--- src/rtl/sc_regshiftseq_pkg.sv ---
// Shared definitions for the sequential shift register stage: FSM state
// encodings and shift-direction constants.
package sc_regshiftseq_pkg;

    typedef enum logic [1:0] {
        IDLE  = 2'b00,
        SHIFT = 2'b01,
        DONE  = 2'b10
    } state_e;

    localparam logic SHIFT_LEFT  = 1'b0;
    localparam logic SHIFT_RIGHT = 1'b1;

endpackage

--- src/rtl/sc_regshiftseq_onebit.sv ---
// Combinational single-bit shifter: left shift fills zero, right shift fills
// zero or replicates the MSB; also returns the bit that falls off the end.
module sc_regshiftseq_onebit
    import sc_regshiftseq_pkg::*;
#(
    parameter int DATAWIDTH_BUS = 32
) (
    input  logic [DATAWIDTH_BUS-1:0] data_i,
    input  logic                     dir_i,
    input  logic                     arith_i,
    output logic [DATAWIDTH_BUS-1:0] data_o,
    output logic                     carry_o
);

    logic fill;

    always_comb begin
        fill    = arith_i & data_i[DATAWIDTH_BUS-1];
        data_o  = data_i;
        carry_o = 1'b0;
        if (dir_i == SHIFT_LEFT) begin
            data_o  = {data_i[DATAWIDTH_BUS-2:0], 1'b0};
            carry_o = data_i[DATAWIDTH_BUS-1];
        end else begin
            data_o  = {fill, data_i[DATAWIDTH_BUS-1:1]};
            carry_o = data_i[0];
        end
    end

endmodule

--- src/rtl/sc_regshiftseq.sv ---
// Sequential shift register: loads a bus word, then shifts it one bit per
// falling clock edge for a programmable count, bracketed by Busy/Done.
module sc_regshiftseq
    import sc_regshiftseq_pkg::*;
#(
    parameter int                      DATAWIDTH_BUS      = 32,
    parameter int                      SHIFTAMT_WIDTH     = 5,
    parameter logic [DATAWIDTH_BUS-1:0] DATA_REGSHIFT_INIT = '0
) (
    input  logic                      SC_RegSHIFTSEQ_CLOCK_50,
    input  logic                      SC_RegSHIFTSEQ_Reset_InHigh,
    input  logic [DATAWIDTH_BUS-1:0]  SC_RegSHIFTSEQ_DataBUS_In,
    input  logic                      SC_RegSHIFTSEQ_Load_InHigh,
    input  logic                      SC_RegSHIFTSEQ_Start_InHigh,
    input  logic                      SC_RegSHIFTSEQ_Dir_In,
    input  logic                      SC_RegSHIFTSEQ_Arith_In,
    input  logic [SHIFTAMT_WIDTH-1:0] SC_RegSHIFTSEQ_ShiftAmt_In,
    output logic [DATAWIDTH_BUS-1:0]  SC_RegSHIFTSEQ_DataBUS_Out,
    output logic                      SC_RegSHIFTSEQ_Busy_Out,
    output logic                      SC_RegSHIFTSEQ_Done_Out,
    output logic                      SC_RegSHIFTSEQ_Carry_Out,
    output logic                      SC_RegSHIFTSEQ_Zero_Out
);

    state_e                     state_q, state_d;
    logic [DATAWIDTH_BUS-1:0]   reg_q, reg_d;
    logic [SHIFTAMT_WIDTH-1:0]  cnt_q, cnt_d;
    logic                       carry_q, carry_d;
    logic                       dir_q, dir_d;
    logic                       arith_q, arith_d;

    logic [DATAWIDTH_BUS-1:0]   shifted;
    logic                       shifted_out;

    logic start_req;
    assign start_req = SC_RegSHIFTSEQ_Start_InHigh & ~SC_RegSHIFTSEQ_Load_InHigh;

    sc_regshiftseq_onebit #(
        .DATAWIDTH_BUS(DATAWIDTH_BUS)
    ) u_onebit (
        .data_i  (reg_q),
        .dir_i   (dir_q),
        .arith_i (arith_q),
        .data_o  (shifted),
        .carry_o (shifted_out)
    );

    // All state moves on the falling edge, matching the other datapath registers.
    always_ff @(negedge SC_RegSHIFTSEQ_CLOCK_50) begin
        if (SC_RegSHIFTSEQ_Reset_InHigh) begin
            state_q <= IDLE;
            reg_q   <= DATA_REGSHIFT_INIT;
            cnt_q   <= '0;
            carry_q <= 1'b0;
            dir_q   <= SHIFT_LEFT;
            arith_q <= 1'b0;
        end else begin
            state_q <= state_d;
            reg_q   <= reg_d;
            cnt_q   <= cnt_d;
            carry_q <= carry_d;
            dir_q   <= dir_d;
            arith_q <= arith_d;
        end
    end

    always_comb begin
        state_d = state_q;
        case (state_q)
            IDLE: begin
                if (start_req) begin
                    state_d = (SC_RegSHIFTSEQ_ShiftAmt_In == '0) ? DONE : SHIFT;
                end
            end
            SHIFT: begin
                if (cnt_q == SHIFTAMT_WIDTH'(1)) begin
                    state_d = DONE;
                end
            end
            DONE:    state_d = IDLE;
            default: state_d = IDLE;
        endcase
    end

    // Datapath next-state; the counter is only decremented in SHIFT, where it is >= 1.
    always_comb begin
        reg_d   = reg_q;
        cnt_d   = cnt_q;
        carry_d = carry_q;
        dir_d   = dir_q;
        arith_d = arith_q;
        if (state_q == IDLE) begin
            if (SC_RegSHIFTSEQ_Load_InHigh) begin
                reg_d   = SC_RegSHIFTSEQ_DataBUS_In;
                carry_d = 1'b0;
            end else if (SC_RegSHIFTSEQ_Start_InHigh) begin
                dir_d   = SC_RegSHIFTSEQ_Dir_In;
                arith_d = SC_RegSHIFTSEQ_Arith_In;
                cnt_d   = SC_RegSHIFTSEQ_ShiftAmt_In;
            end
        end else if (state_q == SHIFT) begin
            reg_d   = shifted;
            carry_d = shifted_out;
            cnt_d   = cnt_q - SHIFTAMT_WIDTH'(1);
        end
    end

    always_comb begin
        SC_RegSHIFTSEQ_DataBUS_Out = reg_q;
        SC_RegSHIFTSEQ_Busy_Out    = (state_q == SHIFT);
        SC_RegSHIFTSEQ_Done_Out    = (state_q == DONE);
        SC_RegSHIFTSEQ_Carry_Out   = carry_q;
        SC_RegSHIFTSEQ_Zero_Out    = (reg_q == '0);
    end

endmodule
--- config.mk ---
export PLATFORM = sky130hd
export DESIGN_NAME = sc_regshiftseq
export DESIGN_NICKNAME = d
export VERILOG_FILES = /design/src/rtl/sc_regshiftseq_pkg.sv /design/src/rtl/sc_regshiftseq_onebit.sv /design/src/rtl/sc_regshiftseq.sv
export SDC_FILE = /design/constraint.sdc
export NUM_CORES = 1
export LEC_CHECK = 0
export CORE_MARGIN = 2
export CORE_UTILIZATION = 46
export DETAILED_ROUTE_END_ITERATION = 8
export GPL_ROUTABILITY_DRIVEN = 0
export PLACE_DENSITY = 0.84
export SYNTH_ARGS = -nofsm -noshare
export SYNTH_HDL_FRONTEND = slang
export SYNTH_SLANG_ARGS = --single-unit
--- constraint.sdc ---
create_clock -name SC_RegSHIFTSEQ_CLOCK_50 -period 1.4 [get_ports SC_RegSHIFTSEQ_CLOCK_50]
set_input_delay 0.14 -clock SC_RegSHIFTSEQ_CLOCK_50 [delete_from_list [all_inputs] [get_ports SC_RegSHIFTSEQ_CLOCK_50]]
set_output_delay 0.14 -clock SC_RegSHIFTSEQ_CLOCK_50 [all_outputs]
set_load 0.01 [all_outputs]
==> out/qor.yml <==
grt-ovfl-total: 0
timing.final.ws_setup_ns: -1.168
dr_total_vias: 3902
outcome: "finished, violations left"
drcViolationCount: 0
synth-seq-cells: 42
finalHoldViolations: 0
cap_violations: 0
root_buffer: "clkbuf_8"
routed_via_density: 7.005
ys_warn_count: 0
finalMaxSlewViolations: 0
slew_headroom: 0.6298
violations: "negative setup slack"
ant_nets: 0
nets: 531
layout-drive-gt1-share: 0.5626
power.total_mw: 5.280
path_max_fanout: 2
cts.sinks: 42
antenna_found_initial: 0
routedWlPerCell_um: 27.27
cts_made_buffers: 5
worst_ep_arrival_time_ns: 2.43
fin_util: 0.9647
drtPass1Iterations: 7
start_kind: "register"
stdcell_area_sq_um: 4896
cts_htree_levels: 2
reg2reg_slack_ns: -0.22
rows: 26
io_buffers: 78
mappedNetlistArea_sq_um: 2399
powerDensity_nw_per_um2: 1078
ys_seq_area_frac: 0.3505
finalSetupViolCount: 70
avgSynthCellArea_sq_um: 8.597
synthCells: 279
dp_slack_ns: -0.9359
synth_area_leaders: "dfxtp_1, nor2_1, mux2_2"
first_iter_violations: 469
drt-total-wl_mm: 15.19
hold_class: "register to register"
synth_edf_count: 0
fin_skew_ns: 0.04021
cts_tree: "done"
die-area_sq_um: 5808
dp_hpwl_mm: 5.406
syn_nets: 324
ys_top_cells_by_count: "nor2_1, dfxtp_1, a21oi_1"
start_util: 0.4726
ioPinCount: 79
syn2layout_area_growth_pct: 104.1
yosysMostFrequentCell: "nor2_1"
path_class: "register to primary output"
grt_pass1_wl_mm: 16.04
fp.coreArea_sq_um: 5075
critPathCaptureType: "primary output"
grt_pass1_vias: 3390
ys_types: 36
grtUsageTotal: 0.3446
grt_max_degree: 42
yosys.area.top_type: "dfxtp_1"
clock_latency_ns: 0.42
async_reset_ff_frac: 0
diodes: 0
clockBufferDepth: 2
rsz0062_at_grt: "yes"
dieHeight_um: 76.21
worstMarginPinSlew_ns: 0.5502
vdd_drop_max_mv: 1.427
synth_top_area_frac: 0.3505
die_w_um: 76.21
synth_flop_cell: "dfxtp_1"
required_ns: 1.26
clk_pin_slew_worst_paths_ns: 0.06
p_leak_nw: 2.217
placed_cell_area_sq_um: 3659
## per-stage QoR
stage | hold WS (ns) | std cells | TNS, ns
floorplan | 0.4595 | 279 | -4.819
global placement | 0.4701 | 459 | -47.93
detailed placement | 0.4976 | 459 | -49.63
CTS | 0.5072 | 526 | -13.74
global route | 0.5364 | 557 | -18.58
finish | 0.5165 | 557 | -18.05
## final timing paths
kind                                                                  start                                    endpoint  cells after the start
worst max-delay path            SC_RegSHIFTSEQ_DataBUS_Out[12]$_SDFFE_NP0P_                     SC_RegSHIFTSEQ_Zero_Out                      4
worst min-delay path                                  cnt_q[4]$_SDFFE_NP0P_                       cnt_q[4]$_SDFFE_NP0P_                      2
worst min register to register                        cnt_q[4]$_SDFFE_NP0P_                       cnt_q[4]$_SDFFE_NP0P_                      2
worst max register to register                      state_q[0]$_SDFFE_NP0P_  SC_RegSHIFTSEQ_DataBUS_Out[7]$_SDFFE_NP0P_                      6
## kinds of logic after synthesis
family                     share of synthesized area
AOI/OAI and AO/OA                             0.2702
xor gates and xnor gates                    0.007304
adders and majority gates                    0.01043
buffers and inverters                        0.06677
DFF                                           0.3505
muxes                                        0.08294
and+or+nand+nor                               0.2118
## critical path: stages (launching register included)
cell     delay, ns
dfxtp_2       0.34
nor4_1        0.51
nand4_1       0.19
nor2_2        0.16
buf_2         0.15
## timing repair
item	in CTS	in global routing
pin swaps	16	29
gates resized for setup	275	86
gates cloned	0	5
setup buffers	19	41
setup endpoints to repair	78	73
hold buffers	0	0
## sequential cells by signal, indices dropped and copies added (netlist names)
| name | flops |
|---|---|
| SC_RegSHIFTSEQ_Carry_Out | 1 |
| SC_RegSHIFTSEQ_DataBUS_Out | 32 |
| cnt_q | 5 |
| dir_q | 1 |
| arith_q | 1 |
| state_q | 2 |
## per-layer routing
| metal | global-route usage | share of wire |
|---|---|---|
| met1 | 0.3586 | 0.32 |
| met2 | 0.6142 | 0.45 |
| met3 | 0.08768 | 0.13 |
| met4 | 0.2200 | 0.10 |
| met5 | 0 | 0 |
## area by class of cell
class,count,area [sq um]
sequential,42,894.6
tap,70,87.58
clock buffer,5,68.82
inverter,5,23.77
fill,94,178.9
timing repair buffer,181,1921
clock inverter,45,176.4
multi-input combinational,209,1724
## placed cells by master (no fill, tap or decap), types with 3 or more instances in the layout
cell type	netlist	final
buf_6	2	79
buf_4	3	48
inv_1	4	45
nor2_1	46	41
dfxtp_2	0	34
clkdlybuf4s50_1	0	19
a211oi_2	8	17
nand2b_1	18	16
mux2_2	15	15
o22ai_1	15	15
o221ai_2	7	15
nor3_1	18	14
a21oi_1	25	13
a21oi_2	0	11
dlymetal6s2s_1	0	11
dlygate4sd2_1	0	10
buf_12	0	7
nor4_2	1	5
dfxtp_1	42	5
clkbuf_8	0	5
nor2_4	0	4
nand2_1	5	4
dfxtp_4	0	3
a211oi_1	13	3
nor3_2	0	3
nor2_2	2	3
mux2i_1	3	3
nor4_1	8	3
clkbuf_16	0	3
## power breakdown
part | switching [mW] | internal [mW]
Clock | 1.07 | 0.512
Combinational | 1.05 | 1.14
Sequential | 0.152 | 1.35
No activity file was read; power rests on OpenSTA's default activity.
